$ cat src/rtl/hash_stage_agent.sv
// Processor-side crossbar endpoint: walks the input array and builds an occurrence hash table.
// Optional collision counter (collision_cnt port) enabled by defining HASH_AGENT_COLLISION_EN.
module hash_stage_agent #(
  parameter int unsigned LENGTH_ARRAY     = 100,
  parameter int unsigned DATA_INDEX_WIDTH = 32,
  parameter int unsigned BIT_ON_TAILS     = 7,
  parameter int unsigned COUNT_WIDTH      = 16,
  parameter int unsigned FIRST_STAGE      = 1,
  localparam int unsigned IW = $clog2(LENGTH_ARRAY),
  localparam int unsigned SW = 4
) (
  input  logic                        clk,
  input  logic                        rst,
  input  logic                        start,
  input  logic                        interrupt,
  input  logic                        cont,
  input  logic                        transfered,
  output logic [SW-1:0]               state,
  output logic [IW-1:0]               index,
  output logic                        waiting,
  output logic                        done,
`ifdef HASH_AGENT_COLLISION_EN
  output logic [15:0]                 collision_cnt,
`endif
  output logic                        data_req,
  input  logic                        data_valid,
  input  logic [DATA_INDEX_WIDTH-1:0] data_in,
  output logic [BIT_ON_TAILS-1:0]     hash_addr,
  output logic                        hash_rd_en,
  input  logic [COUNT_WIDTH-1:0]      hash_rd_data,
  output logic                        hash_wr_en,
  output logic [COUNT_WIDTH-1:0]      hash_wr_data
);

  typedef enum logic [SW-1:0] {
    StWait             = 4'd0,
    StWaitForInterrupt = 4'd1,
    StFetch            = 4'd2,
    StWaitDataStream   = 4'd3,
    StFirstTempIndex   = 4'd4,
    StWaitTempIndex    = 4'd5,
    StRdHashOccurr     = 4'd6,
    StCollisionCal     = 4'd7,
    StHashBuild        = 4'd8
  } state_e;

  localparam logic [IW-1:0] LastIdx = IW'(LENGTH_ARRAY - 1);

  state_e                  r_state, w_state_next;
  logic [IW-1:0]           r_index, w_index_next;
  logic                    r_waiting, w_waiting_next;
  logic                    r_done, w_done_next;
  logic [BIT_ON_TAILS-1:0] r_key, w_key_next;
  logic [COUNT_WIDTH-1:0]  r_count, w_count_next;
  logic [COUNT_WIDTH-1:0]  r_wr_data, w_wr_data_next;
  logic                    r_hb_phase, w_hb_phase_next;
  logic                    w_cont_accept;
  logic                    w_run_start;
  logic                    w_unused_data;

  // Only the key bits of the datum matter.
  assign w_unused_data = ^data_in[DATA_INDEX_WIDTH-1:BIT_ON_TAILS];

  // A parked, unfinished agent resumes on cont even if start arrives in the same cycle.
  assign w_cont_accept = (r_state == StWait) && r_waiting && !r_done && cont;
  assign w_run_start   = (r_state == StWait) && start && !w_cont_accept;

  always_ff @(posedge clk) begin
    if (rst) begin
      r_state    <= StWait;
      r_index    <= '0;
      r_waiting  <= 1'b0;
      r_done     <= 1'b0;
      r_key      <= '0;
      r_count    <= '0;
      r_wr_data  <= '0;
      r_hb_phase <= 1'b0;
    end else begin
      r_state    <= w_state_next;
      r_index    <= w_index_next;
      r_waiting  <= w_waiting_next;
      r_done     <= w_done_next;
      r_key      <= w_key_next;
      r_count    <= w_count_next;
      r_wr_data  <= w_wr_data_next;
      r_hb_phase <= w_hb_phase_next;
    end
  end

  always_comb begin
    w_state_next    = r_state;
    w_index_next    = r_index;
    w_waiting_next  = r_waiting;
    w_done_next     = r_done;
    w_key_next      = r_key;
    w_count_next    = r_count;
    w_wr_data_next  = r_wr_data;
    w_hb_phase_next = r_hb_phase;
    case (r_state)
      StWait: begin
        if (w_cont_accept) begin
          if (r_index == LastIdx) begin
            w_done_next = 1'b1;
          end else begin
            w_waiting_next = 1'b0;
            w_index_next   = r_index + 1'b1;
            w_state_next   = StFetch;
          end
        end else if (w_run_start) begin
          w_done_next    = 1'b0;
          w_waiting_next = 1'b0;
          w_index_next   = '0;
          w_state_next   = (FIRST_STAGE != 0) ? StFetch : StWaitForInterrupt;
        end
      end
      StWaitForInterrupt: begin
        if (transfered) w_state_next = StFetch;
      end
      StFetch: w_state_next = StWaitDataStream;
      StWaitDataStream: begin
        if (data_valid) begin
          w_key_next   = data_in[BIT_ON_TAILS-1:0];
          w_state_next = StFirstTempIndex;
        end
      end
      StFirstTempIndex: w_state_next = StWaitTempIndex;
      StWaitTempIndex:  w_state_next = StRdHashOccurr;
      StRdHashOccurr: begin
        w_count_next = hash_rd_data;
        w_state_next = StCollisionCal;
      end
      StCollisionCal: begin
        w_wr_data_next = (&r_count) ? r_count : r_count + 1'b1;
        w_state_next   = StHashBuild;
      end
      StHashBuild: begin
        if (!r_hb_phase) begin
          w_hb_phase_next = 1'b1;
        end else begin
          w_hb_phase_next = 1'b0;
          if (interrupt) begin
            w_waiting_next = 1'b1;
            w_state_next   = StWait;
          end else if (r_index == LastIdx) begin
            w_done_next    = 1'b1;
            w_waiting_next = 1'b1;
            w_state_next   = StWait;
          end else begin
            w_index_next = r_index + 1'b1;
            w_state_next = StFetch;
          end
        end
      end
      default: w_state_next = StWait;
    endcase
  end

`ifdef HASH_AGENT_COLLISION_EN
  logic [15:0] r_collision;

  always_ff @(posedge clk) begin
    if (rst || w_run_start) begin
      r_collision <= '0;
    end else if ((r_state == StRdHashOccurr) && (hash_rd_data != '0) &&
                 (r_collision != 16'hFFFF)) begin
      r_collision <= r_collision + 16'd1;
    end
  end

  assign collision_cnt = r_collision;
`endif

  // Strobes are gated by rst so nothing reaches the table in the reset cycle.
  assign state        = r_state;
  assign index        = r_index;
  assign waiting      = r_waiting;
  assign done         = r_done;
  assign data_req     = (r_state == StFetch) && !rst;
  assign hash_addr    = r_key;
  assign hash_rd_en   = (r_state == StFirstTempIndex) && !rst;
  assign hash_wr_en   = (r_state == StHashBuild) && !r_hb_phase && !rst;
  assign hash_wr_data = r_wr_data;

endmodule

$ cat config.mk
export PLATFORM = sky130hd
export DESIGN_NAME = hash_stage_agent
export DESIGN_NICKNAME = d
export VERILOG_FILES = /design/src/rtl/hash_stage_agent.sv
export SDC_FILE = /design/constraint.sdc
export NUM_CORES = 1
export LEC_CHECK = 0
export ABC_AREA = 0
export CORE_ASPECT_RATIO = 0.5
export CORE_UTILIZATION = 30
export CTS_CLUSTER_DIAMETER = 200
export DETAILED_ROUTE_END_ITERATION = 16
export DONT_BUFFER_PORTS = 1
export GPL_TIMING_DRIVEN = 1
export SYNTH_ARGS = -nofsm -noshare
export SYNTH_HDL_FRONTEND = slang
export SYNTH_SLANG_ARGS = --single-unit
export TNS_END_PERCENT = 1
$ cat constraint.sdc
create_clock -name clk -period 1.8 [get_ports clk]
set_input_delay 0.27 -clock clk [delete_from_list [all_inputs] [get_ports clk]]
set_output_delay 0.27 -clock clk [all_outputs]
set_load 0.01 [all_outputs]
==> metrics, run 1 <==
syn avg cell area=7.894 um2; most frequent cells in the layout=56 x buf_4, 51 x nand2_1, 47 x dfxtp_1; Via density=5.335; RSZ-0062 raised after global routing=yes; vias=2,630; initial antenna violation count=0; initial drt markers=119; Synth Flop Type=dfxtp_1; worst-path cell chain=or4b_4, or2_4, nor2_4; CP arrival=1.54 ns; max-cap check violation count=0; P per Cell Area=817.8 mW/mm2; Post-synth ARST share=0%; peak supply drop=0.3637 mV; Critical-path top delay cell=or4b_4; core area=0.008317 mm2; CP max stage delay=0.54 ns; vias in the first global route=2,380; num ports=94; end of the worst register-to-register path=index[0]$_SDFFE_PP0P_; Required @ worst endpoint=1.53 ns; IO Port Bufs=0; setup TNS=-0.01298 ns; GR Util All Layers=16.60%; worst skew pair latency=0.30 ns; final setup violation count=1; FF-to-FF setup slack=0.02 ns; clock sink count=53; DP Cell Count=482; Area after DPL=0.003148 mm2; Initial Util=32.27%; CP Max Fanout=4; Synth Register Bits=53; Worst-path clk slew=0.07 ns; Worst R2R Start=state[0]$_SDFFE_PP0P_; TritonCTS Buffers=5; DRT antenna net count=0; final hold vios=0; post-synth cell types=51; clock root cell=clkbuf_16; Hold Worst Slack=0.03945 ns; element type at the critical path end=output port; DRT Wirelength=7373 um; Area Growth Syn to Fin=26.76%; status=finished, violations left; DRT Pass-1 Iters=4; worst clock skew=0.004835 ns; Max Fclk=551.6 MHz; Setup WS post-layout=-0.01298 ns; Mapped Area=0.002684 mm2; hold crit path type=primary input to flip-flop; Least-Margin Pin Slew=0.5367 ns; gpl congestion=0.8939; gr ovfl total=0; H-tree depth=2; dpl hpwl=5321 um; row count=23; crit start category=flip-flop; Mapped Cells=340; total die area=0.009351 mm2; Synth warnings=0; min-delay src=rst; WHS Path Cells=1; Finished Core Util=40.91%; WS Path Type=flip-flop to output port; post-route minimum period=1.813 ns; Hold Crit Endpoint=hash_wr_data[1]$_SDFFE_PP0P_; Synth Net Count=397; EDFF count, synth=0; Ant. Diodes=0; post-route insts no fill=493; failing checks=setup timing; CTS tree=done; most common cell after layout, fill and taps aside=buf_4; global-route wire length before repair=11,920 um; Final nets=437; Pwr Total=2.782 mW; CTS Buffer Depth=2; Chip Height=68.88 um; Leak Pwr=1.194 nW; Seq/Total Area, Yosys=39.53%; die width=135.8 um; # DRC=0; layout cells sized above 1=24.93%; crit share post-route=100.7%; dpl ws=-0.05424 ns; largest net degree at the start of global routing=57; Worst Reg-to-Reg Cells=4; slew margin rel.=63.89%; Final Cell Area=0.003402 mm2; DR WL/cell=14.96 um; Max Slew Vio Count=0
==> cell type report <==
cell class / count / area (um2)
Clock inverter: 3 / 50.05
Clock buffer: 5 / 125.1
Fill cell: 859 / 4915
Sequential cell: 53 / 1071
Multi-Input combinational cell: 256 / 1549
Tap cell: 112 / 140.1
Inverter: 7 / 26.28
Timing Repair Buffer: 57 / 440.4
==> worst max path at each step <==
| stage | start | endpoint | cells past startpoint |
|---|---|---|---|
| 2_1_floorplan | state[0]$_SDFFE_PP0P_ | index[6]$_SDFFE_PP0P_ | 6 |
| 3_3_place_gp | r_count[0]$_SDFFE_PP0N_ | hash_wr_data[11]$_SDFFE_PP0P_ | 4 |
| 3_5_place_dp | r_count[0]$_SDFFE_PP0N_ | hash_wr_data[11]$_SDFFE_PP0P_ | 4 |
| 4_1_cts | state[0]$_SDFFE_PP0P_ | hash_wr_en | 3 |
| 5_1_grt | state[0]$_SDFFE_PP0P_ | hash_wr_en | 3 |
| 6_report | state[0]$_SDFFE_PP0P_ | hash_wr_en | 3 |
==> worst max-delay path, delay by kind of cell (launching register included) <==
family | cells | cell delay [ns]
DFF | 1 | 0.34
and+or+nand+nor | 3 | 0.91
==> cells in the mapped netlist, types with 4 or more instances <==
cell       n  area [um2]
nand2_1   52       195.2
nand4_1   12       75.07
nor3_1     6       30.03
and3_1     5       31.28
mux2i_1    8       80.08
dfxtp_1   53        1061
inv_1      7       26.28
nor2_1    30       112.6
nand2b_1   4       25.02
o21ai_0   11       55.05
a21oi_1   30       150.1
clkbuf_1  19       71.32
or2_2      7       43.79
nand3_1   14       70.07
or4_1      4       30.03
o211ai_1   4       30.03
nor4_1    11       68.82
a31oi_1    5       31.28
==> power by group <==
group          switching (mW)  leakage, nW  total, mW  internal [mW]
sequential             0.0254        0.430       1.23           1.21
clock                   0.468       0.0859       1.14          0.669
combinational           0.222        0.678      0.414          0.191
total                   0.716         1.19       2.78           2.07
==> routing by layer <==
layer	share of wire, %	track usage, %	routed length, um	vias up
met4	1.3	5.899	93	0
met1	46	20.55	3417	1231
met5	0	0	0	-
met2	46	27.42	3364	59
met3	6.8	5.409	498	8
li1	-	-	-	1332
==> repair_timing <==
action / in CTS / in global routing
hold buffers: 0 / 0
endpoints found under the setup margin: 3 / 9
setup buffers: 3 / 0
pin swaps: 3 / 4
resized for setup: 8 / 8
==> cells by family after synthesis <==
| logic type | count (synthesis) | synth area share, % |
|---|---|---|
| XOR/XNOR | 3 | 0.9792 |
| flip-flops | 53 | 39.53 |
| buffers and inverters | 31 | 4.802 |
| AND/OR/NAND/NOR | 162 | 30.72 |
| AO/OA/AOI/OAI | 80 | 19.63 |
| adder cells (fa/ha/maj) | 2 | 0.9323 |
| multiplexers | 9 | 3.403 |
==> sequential cells by signal, summed over array words and instances (netlist names) <==
| register | flops |
|---|---|
| index | 7 |
| hash_addr | 7 |
| state | 4 |
| done | 1 |
| waiting | 1 |
| r_hb_phase | 1 |
| hash_wr_data | 16 |
| r_count | 16 |
No activity file was read; power rests on OpenSTA's default activity.
==> inputs of run 2 (changes only) <==
CTS_CLUSTER_SIZE = 10   (was unset)
==> results of run 2 <==
Same layout as run 1: the final DEF is identical, and so are final timing and power.
